<file path="config.mk">
export PLATFORM = sky130hd
export DESIGN_NAME = jcontrol
export DESIGN_NICKNAME = d
export VERILOG_FILES = /design/src/rtl/jcpu_pkg.sv /design/src/rtl/jstep_monitor.sv /design/src/rtl/jcontrol.sv
export SDC_FILE = /design/constraint.sdc
export NUM_CORES = 1
export LEC_CHECK = 0
export CORE_UTILIZATION = 43
export DETAILED_ROUTE_END_ITERATION = 10
export GPL_TIMING_DRIVEN = 0
export HOLD_SLACK_MARGIN = 0.15
export PLACE_DENSITY = 0.74
export SLEW_MARGIN = 20
export SYNTH_ARGS = -nofsm -noshare
export SYNTH_HDL_FRONTEND = slang
export SYNTH_SLANG_ARGS = --single-unit
</file>
<file path="constraint.sdc">
create_clock -name clk -period 3.15 [get_ports clk]
set_input_delay 0.7875 -clock clk [delete_from_list [all_inputs] [get_ports clk]]
set_output_delay 0.7875 -clock clk [all_outputs]
set_load 0.01 [all_outputs]
</file>
<file path="src/rtl/jcpu_pkg.sv">
// Shared constants for the 8-bit CPU control section: opcodes, ALU codes,
// flag bit positions and one-hot step indices.
package jcpu_pkg;

  localparam int ALU_BIT = 7;

  localparam logic [3:0] OP_LD    = 4'h0;
  localparam logic [3:0] OP_ST    = 4'h1;
  localparam logic [3:0] OP_DATA  = 4'h2;
  localparam logic [3:0] OP_JMPR  = 4'h3;
  localparam logic [3:0] OP_JMP   = 4'h4;
  localparam logic [3:0] OP_JCOND = 4'h5;
  localparam logic [3:0] OP_CLF   = 4'h6;
  localparam logic [3:0] OP_IO    = 4'h7;

  typedef enum logic [2:0] {
    ALU_ADD = 3'b000,
    ALU_SHR = 3'b001,
    ALU_SHL = 3'b010,
    ALU_NOT = 3'b011,
    ALU_AND = 3'b100,
    ALU_OR  = 3'b101,
    ALU_XOR = 3'b110,
    ALU_CMP = 3'b111
  } alu_op_e;

  // flags = {C,A,E,Z}
  localparam int FL_C = 3;
  localparam int FL_A = 2;
  localparam int FL_E = 1;
  localparam int FL_Z = 0;

  // step is declared [0:5], so index 0 is step 1
  localparam int S1 = 0;
  localparam int S2 = 1;
  localparam int S3 = 2;
  localparam int S4 = 3;
  localparam int S5 = 4;
  localparam int S6 = 5;

  function automatic logic [0:5] step_next(input logic [0:5] s);
    return {s[5], s[0:4]};
  endfunction

endpackage

</file>
<file path="src/rtl/jstep_monitor.sv">
// Watches the one-hot step stream for skips, multi-hot or stalled (all-zero)
// samples and counts completed instructions (step 6 -> step 1 transitions).
module jstep_monitor
  import jcpu_pkg::*;
#(
  parameter int CNT_W    = 16,
  parameter int ZERO_MAX = 1
) (
  input  logic             clk,
  input  logic             reset,
  input  logic [0:5]       step,
  output logic             seq_err,
  output logic [CNT_W-1:0] instr_cnt
);

  localparam int            ZW   = $clog2(ZERO_MAX + 2);
  localparam logic [ZW-1:0] ZMAX = ZW'(ZERO_MAX);

  logic [0:5]    prev;
  logic [ZW-1:0] zero_run;
  logic          legal;

  assign legal = (step == prev) || (step == step_next(prev));

  always_ff @(posedge clk or posedge reset) begin
    if (reset) begin
      prev      <= 6'b100000;
      zero_run  <= '0;
      seq_err   <= 1'b0;
      instr_cnt <= '0;
    end else if (step == 6'b000000) begin
      if (zero_run >= ZMAX) seq_err <= 1'b1;
      // saturate one past the limit so the counter never wraps back to legal
      if (zero_run <= ZMAX) zero_run <= zero_run + 1'b1;
    end else begin
      zero_run <= '0;
      if (!legal) seq_err <= 1'b1;
      if ($onehot(step)) begin
        prev <= step;
        if (prev[S6] && step[S1]) instr_cnt <= instr_cnt + 1'b1;
      end
    end
  end

endmodule

</file>
<file path="src/rtl/jcontrol.sv">
// CPU control section: combinational step/instruction decode into bus enables
// and set strobes, plus the step-protocol monitor. JCPU_IO_EN adds the IO port.
module jcontrol
  import jcpu_pkg::*;
#(
  parameter int CNT_W    = 16,
  parameter int ZERO_MAX = 1
) (
  input  logic             clk,
  input  logic             reset,
  input  logic             clke,
  input  logic             clks,
  input  logic [0:5]       step,
  input  logic [7:0]       ir,
  input  logic [3:0]       flags,
  output logic             e_ram,
  output logic             e_acc,
  output logic             e_iar,
  output logic             bus1,
  output logic [3:0]       e_reg,
  output logic             s_mar,
  output logic             s_ram,
  output logic             s_acc,
  output logic             s_tmp,
  output logic             s_iar,
  output logic             s_ir,
  output logic             s_flags,
  output logic [3:0]       s_reg,
  output logic [2:0]       alu_op,
  output logic             seq_err,
  output logic [CNT_W-1:0] instr_cnt
`ifdef JCPU_IO_EN
  ,
  output logic             io_out,
  output logic             io_da,
  output logic             io_clke,
  output logic             io_clks
`endif
);

  logic       r_bus1, r_eram, r_eacc, r_eiar;
  logic       r_smar, r_sram, r_sacc, r_stmp, r_siar, r_sir, r_sflags;
  logic [3:0] r_ereg, r_sreg, ra_oh, rb_oh;
  logic [2:0] r_alu;
  logic       cond, en_ok, set_ok;

  assign ra_oh = 4'b0001 << ir[3:2];
  assign rb_oh = 4'b0001 << ir[1:0];
  assign cond  = (ir[3] & flags[FL_C]) | (ir[2] & flags[FL_A]) |
                 (ir[1] & flags[FL_E]) | (ir[0] & flags[FL_Z]);

  always_comb begin
    {r_bus1, r_eram, r_eacc, r_eiar} = '0;
    {r_smar, r_sram, r_sacc, r_stmp, r_siar, r_sir, r_sflags} = '0;
    r_ereg = '0;
    r_sreg = '0;
    r_alu  = '0;
    if (step[S1]) begin r_bus1 = 1'b1; r_eiar = 1'b1; r_smar = 1'b1; r_sacc = 1'b1; end
    if (step[S2]) begin r_eram = 1'b1; r_sir = 1'b1; end
    if (step[S3]) begin r_eacc = 1'b1; r_siar = 1'b1; end
    if (ir[ALU_BIT]) begin
      if (step[S4]) begin r_ereg |= rb_oh; r_stmp = 1'b1; end
      if (step[S5]) begin
        r_ereg |= ra_oh; r_alu = ir[6:4]; r_sacc = 1'b1; r_sflags = 1'b1;
      end
      if (step[S6]) begin
        r_eacc = 1'b1;
        if (ir[6:4] != ALU_CMP) r_sreg |= rb_oh;
      end
    end else begin
      case (ir[7:4])
        OP_LD: begin
          if (step[S4]) begin r_ereg |= ra_oh; r_smar = 1'b1; end
          if (step[S5]) begin r_eram = 1'b1; r_sreg |= rb_oh; end
        end
        OP_ST: begin
          if (step[S4]) begin r_ereg |= ra_oh; r_smar = 1'b1; end
          if (step[S5]) begin r_ereg |= rb_oh; r_sram = 1'b1; end
        end
        OP_DATA: begin
          if (step[S4]) begin r_bus1 = 1'b1; r_eiar = 1'b1; r_smar = 1'b1; r_sacc = 1'b1; end
          if (step[S5]) begin r_eram = 1'b1; r_sreg |= rb_oh; end
          if (step[S6]) begin r_eacc = 1'b1; r_siar = 1'b1; end
        end
        OP_JMPR: if (step[S4]) begin r_ereg |= rb_oh; r_siar = 1'b1; end
        OP_JMP: begin
          if (step[S4]) begin r_eiar = 1'b1; r_smar = 1'b1; end
          if (step[S5]) begin r_eram = 1'b1; r_siar = 1'b1; end
        end
        OP_JCOND: begin
          if (step[S4]) begin r_bus1 = 1'b1; r_eiar = 1'b1; r_smar = 1'b1; r_sacc = 1'b1; end
          if (step[S5]) begin r_eacc = 1'b1; r_siar = 1'b1; end
          if (step[S6]) begin r_eram = 1'b1; r_siar = cond; end
        end
        OP_CLF: if (step[S4]) begin r_bus1 = 1'b1; r_sflags = 1'b1; end
`ifdef JCPU_IO_EN
        OP_IO: begin
          if (ir[3] && step[S4])  r_ereg |= rb_oh;
          if (!ir[3] && step[S5]) r_sreg |= rb_oh;
        end
`endif
        default: ;
      endcase
    end
  end

  // reset gates the phases directly so strobes drop without a clock edge
  assign en_ok  = clke & ~reset;
  assign set_ok = clks & ~reset;

  assign bus1    = r_bus1 & en_ok;
  assign e_ram   = r_eram & en_ok;
  assign e_acc   = r_eacc & en_ok;
  assign e_iar   = r_eiar & en_ok;
  assign e_reg   = r_ereg & {4{en_ok}};
  assign s_mar   = r_smar & set_ok;
  assign s_ram   = r_sram & set_ok;
  assign s_acc   = r_sacc & set_ok;
  assign s_tmp   = r_stmp & set_ok;
  assign s_iar   = r_siar & set_ok;
  assign s_ir    = r_sir & set_ok;
  assign s_flags = r_sflags & set_ok;
  assign s_reg   = r_sreg & {4{set_ok}};
  assign alu_op  = reset ? 3'b000 : r_alu;

`ifdef JCPU_IO_EN
  logic io_act;
  assign io_act  = ~reset & (ir[7:4] == OP_IO) & (step[S4] | step[S5]);
  assign io_out  = io_act & ir[3];
  assign io_da   = io_act & ir[2];
  assign io_clks = io_act & ir[3] & step[S4] & clks;
  assign io_clke = io_act & ~ir[3] & step[S5] & clke;
`endif

  jstep_monitor #(.CNT_W(CNT_W), .ZERO_MAX(ZERO_MAX)) u_mon (
    .clk       (clk),
    .reset     (reset),
    .step      (step),
    .seq_err   (seq_err),
    .instr_cnt (instr_cnt)
  );

endmodule

</file>
==> metrics.txt <==
clock buffer depth=2; Top Usage Layer GRT=met2; top-count cell post-synth=dfrtp_1; crit path DAT=~2.3 ns; Ys Warns=0; crit path max-delay cell type=or4_4; Total GRT Usage=0.218; H-Tree Depth=1; first-pass detailed-route iteration total=4; share of cells above drive strength 1=0.201; WP buf/inv=2; Chip Width=~70 um; Area Overhead vs Synth=41.8%; Mean Syn Cell Area=8.77 sq um; Area after DPL=around 0.0026 sq mm; synth unique cells=49; Setup-failing EPs final=0; Detail Placement HPWL=around 3.7 mm; vias in the first global route=1799; PortBufs=between 50 and 60; Final nets=~330; HP Class=reg -> reg; Logic pwr share=0.409; Post-Place Cells=336; PwrDens=roughly 380 mW/mm^2; Final min period=3.08 ns; GPL Wtd Cong=0.925; routed vias=1951; Startpoint Class=input pin; Num CTS Buffers=3; worst-margin pin slew=approximately 0.6 ns; max incr delay on CP=between 0.5 and 0.6 ns; cell count after synthesis=229; Post-synth EDFFs=0; initial antenna violation count=0; Primary FF master, synth=dfrtp_1; global route total overflow=0; Slew Limit Headroom=0.588; final instance area=roughly 0.0028 sq mm; simple-gate share of the synthesized area=0.246; Global Route met2 Usage=0.344; synthesized-area fraction occupied by adder cells=0.0884; Pint=about 0.00072 W; Required @ worst endpoint=between 2 and 2.5 ns; total of max-cap violations=0; Mapped Area=about 0.0020 sq mm; crit path max fanout=10; Crit. End Element=output port; worst skew pair latency=0.27 ns; drt via density=5.57; DR iter-0 viols=95; Row Count=24; Hold Buf Count CTS=0; Synth async-reset ratio=1.00; Synth Net Count=between 200 and 300; VDD IR-drop max=0.466 mV; switching share of power=0.335; first-pass GRT wire length=8.68 mm; Util after Layout=0.645; final hold slack=approximately 0.47 ns; die area=0.00495 sq mm; post-synthesis register bit count=25; ranking of synthesized cells by area=dfrtp_1, xnor2_1, ha_1; die span in y=70.4 um; Clock Power Share=0.173; run status=finished, final reports clean; clock slew at reported path FFs=~0.080 ns; Top delay family on crit path=simple AND/OR/NAND/NOR gates; final count of pins violating max slew=0; Synth top cells by count=dfrtp_1, xnor2_1, nor2_1; NetSw=between 0.0003 and 0.0004 W; xor-xnor portion of the synthesized cell area=0.122; Tcrit/Tclk final=0.979; LEAKAGE=roughly 1.2 nW; remaining antenna violation count after routing=0; drt wl/cell=15.1 um; num ports=a little over 60; final wirelength=~5.3 mm; CTS tree=done; largest family of logic cells by synthesized area=simple AND/OR/NAND/NOR gates; met3 usage=0.0375; initial core utilization=0.455; core area=approximately 0.0044 sq mm; root buf cell=clkbuf_8; mux contribution to synthesized area=0.0392; CP Cell Sequence=buf_4 -> nand2b_4 -> or4_4 -> o32a_1 -> a211oi_2 -> buf_2; Flop pwr share=0.419; largest net degree at the start of global routing=15; met1 usage=0.309; Setup TNS=0 ns; cell taking the most area after synthesis=dfrtp_1; Cell Count, Final, Fillers Out=between 300 and 400; Worst Skew=0.00695 ns; Synth Area in Compound Gates=0.133; CP Class=in -> out; fmax=approximately 320 MHz; Sink Count=25; Synth top area share=0.299; Antenna Cells=0; final hold vios=0; DRC=0; sequential area share after synthesis=0.312
-- sequential cells by signal, indices dropped and copies added, names as in the netlist --
| register | flops |
|---|---|
| u_mon.instr_cnt | 16 |
| u_mon.prev | 6 |
| u_mon.zero_run | 2 |
| u_mon.seq_err | 1 |
-- worst paths after layout --
| path | cells past startpoint | endpoint | slack [ns] | startpoint |
|---|---|---|---|---|
| setup / recovery | 6 | e_reg[0] | 0.07 | ir[6] |
| hold / removal | 1 | u_mon.instr_cnt[15]$_DFFE_PP0P_ | 0.47 | u_mon.instr_cnt[15]$_DFFE_PP0P_ |
| setup reg to reg | 6 | u_mon.instr_cnt[15]$_DFFE_PP0P_ | 1.48 | u_mon.prev[5]$_DFFE_PP0P_ |
| hold reg to reg | 1 | u_mon.instr_cnt[15]$_DFFE_PP0P_ | 0.47 | u_mon.instr_cnt[15]$_DFFE_PP0P_ |
| max in group asynchronous | 2 | u_mon.instr_cnt[1]$_DFFE_PP0P_ | 1.95 | reset |
| min in group asynchronous | 2 | u_mon.instr_cnt[10]$_DFFE_PP0P_ | 0.87 | reset |
-- worst register-to-register path, cell delays in order, from the launching register on --
cell and delay (ns):
dfrtp_1 0.39, ha_1 0.23, nand4_1 0.18, nor4b_4 0.28
buf_4 0.19, nand4_1 0.13, xnor2_1 0.15
-- power by group through the flow --
stage               Clock (W)  Combinational [W]  Sequential (W)
global route         0.000206           0.000482        0.000460
detailed placement          0           0.000400        0.000458
global placement            0           0.000390        0.000454
CTS                  0.000192           0.000432        0.000451
floorplan                   0           0.000263        0.000454
finish               0.000186           0.000440        0.000451
-- kinds of logic after synthesis --
kind of cell / after synthesis
DFF: 25
adders and majority gates: 13
muxes: 7
buffers and inverters: 27
and+or+nand+nor: 88
xor gates and xnor gates: 28
AOI/OAI and AO/OA: 41
-- metal layers --
layer  share of wire  wire length [um]  up-vias
met5               0                 0        -
met4           0.014                73        0
met3           0.054               283        6
met2            0.48              2530       67
met1            0.45              2400      930
li1                -                 -      948
-- through the flow --
step | setup WS [ns] | power (W)
5_1_grt | -0.0129 | 0.00115
3_5_place_dp | -1.12 | 0.000858
2_1_floorplan | 0.00132 | 0.000717
6_report | 0.0673 | 0.00108
4_1_cts | 0.0136 | 0.00108
3_3_place_gp | -1.14 | 0.000844
-- layout make-up --
class / count / area, sq um
plain buffers: 12 / 109
clock buffers: 3 / 41.3
clock inverters: 1 / 5.00
fillers: 386 / 1570
inverters: 15 / 68.8
multi-input cells: 177 / 1340
flip-flops and latches: 25 / 627
well taps: 52 / 65.1
repair buffers: 64 / 589
repair inverters: 1 / 5.00
-- repair_timing --
item                                    CTS  global route
endpoints found under the setup margin   44            25
pin swaps                                10             4
cloned                                    1             0
gates resized for setup                  60             9
hold endpoints to repair                  0             0
setup buffers                             7             2
-- cell usage in the layout, fill, tap and decap left out, types with 2 or more instances in the layout --
cell             netlist  routed
clkdlybuf4s50_1        0      33
dfrtp_1               24      24
xnor2_1               23      23
nor2_1                21      20
nand2_1               19      17
dlygate4sd2_1          0      16
a21oi_1               14      13
nand3_1               11      11
inv_1                 14      10
buf_4                  0      10
ha_1                  11      10
nand4_1                9       9
nor3_1                 7       6
mux2_2                 6       6
o21ai_0                7       6
buf_2                  3       5
clkbuf_8               0       5
xor2_1                 5       4
nand2b_1               4       4
a31oi_1                4       4
o22ai_1                3       3
and3_1                 2       2
nor4_4                 1       2
buf_6                  1       2
inv_2                  0       2
clkinvlp_4             0       2
clkbuf_1               7       2
nor2b_1                2       2
nand2_2                0       2
clkdlybuf4s15_2        0       2
Power figures use the tool's default switching activity.
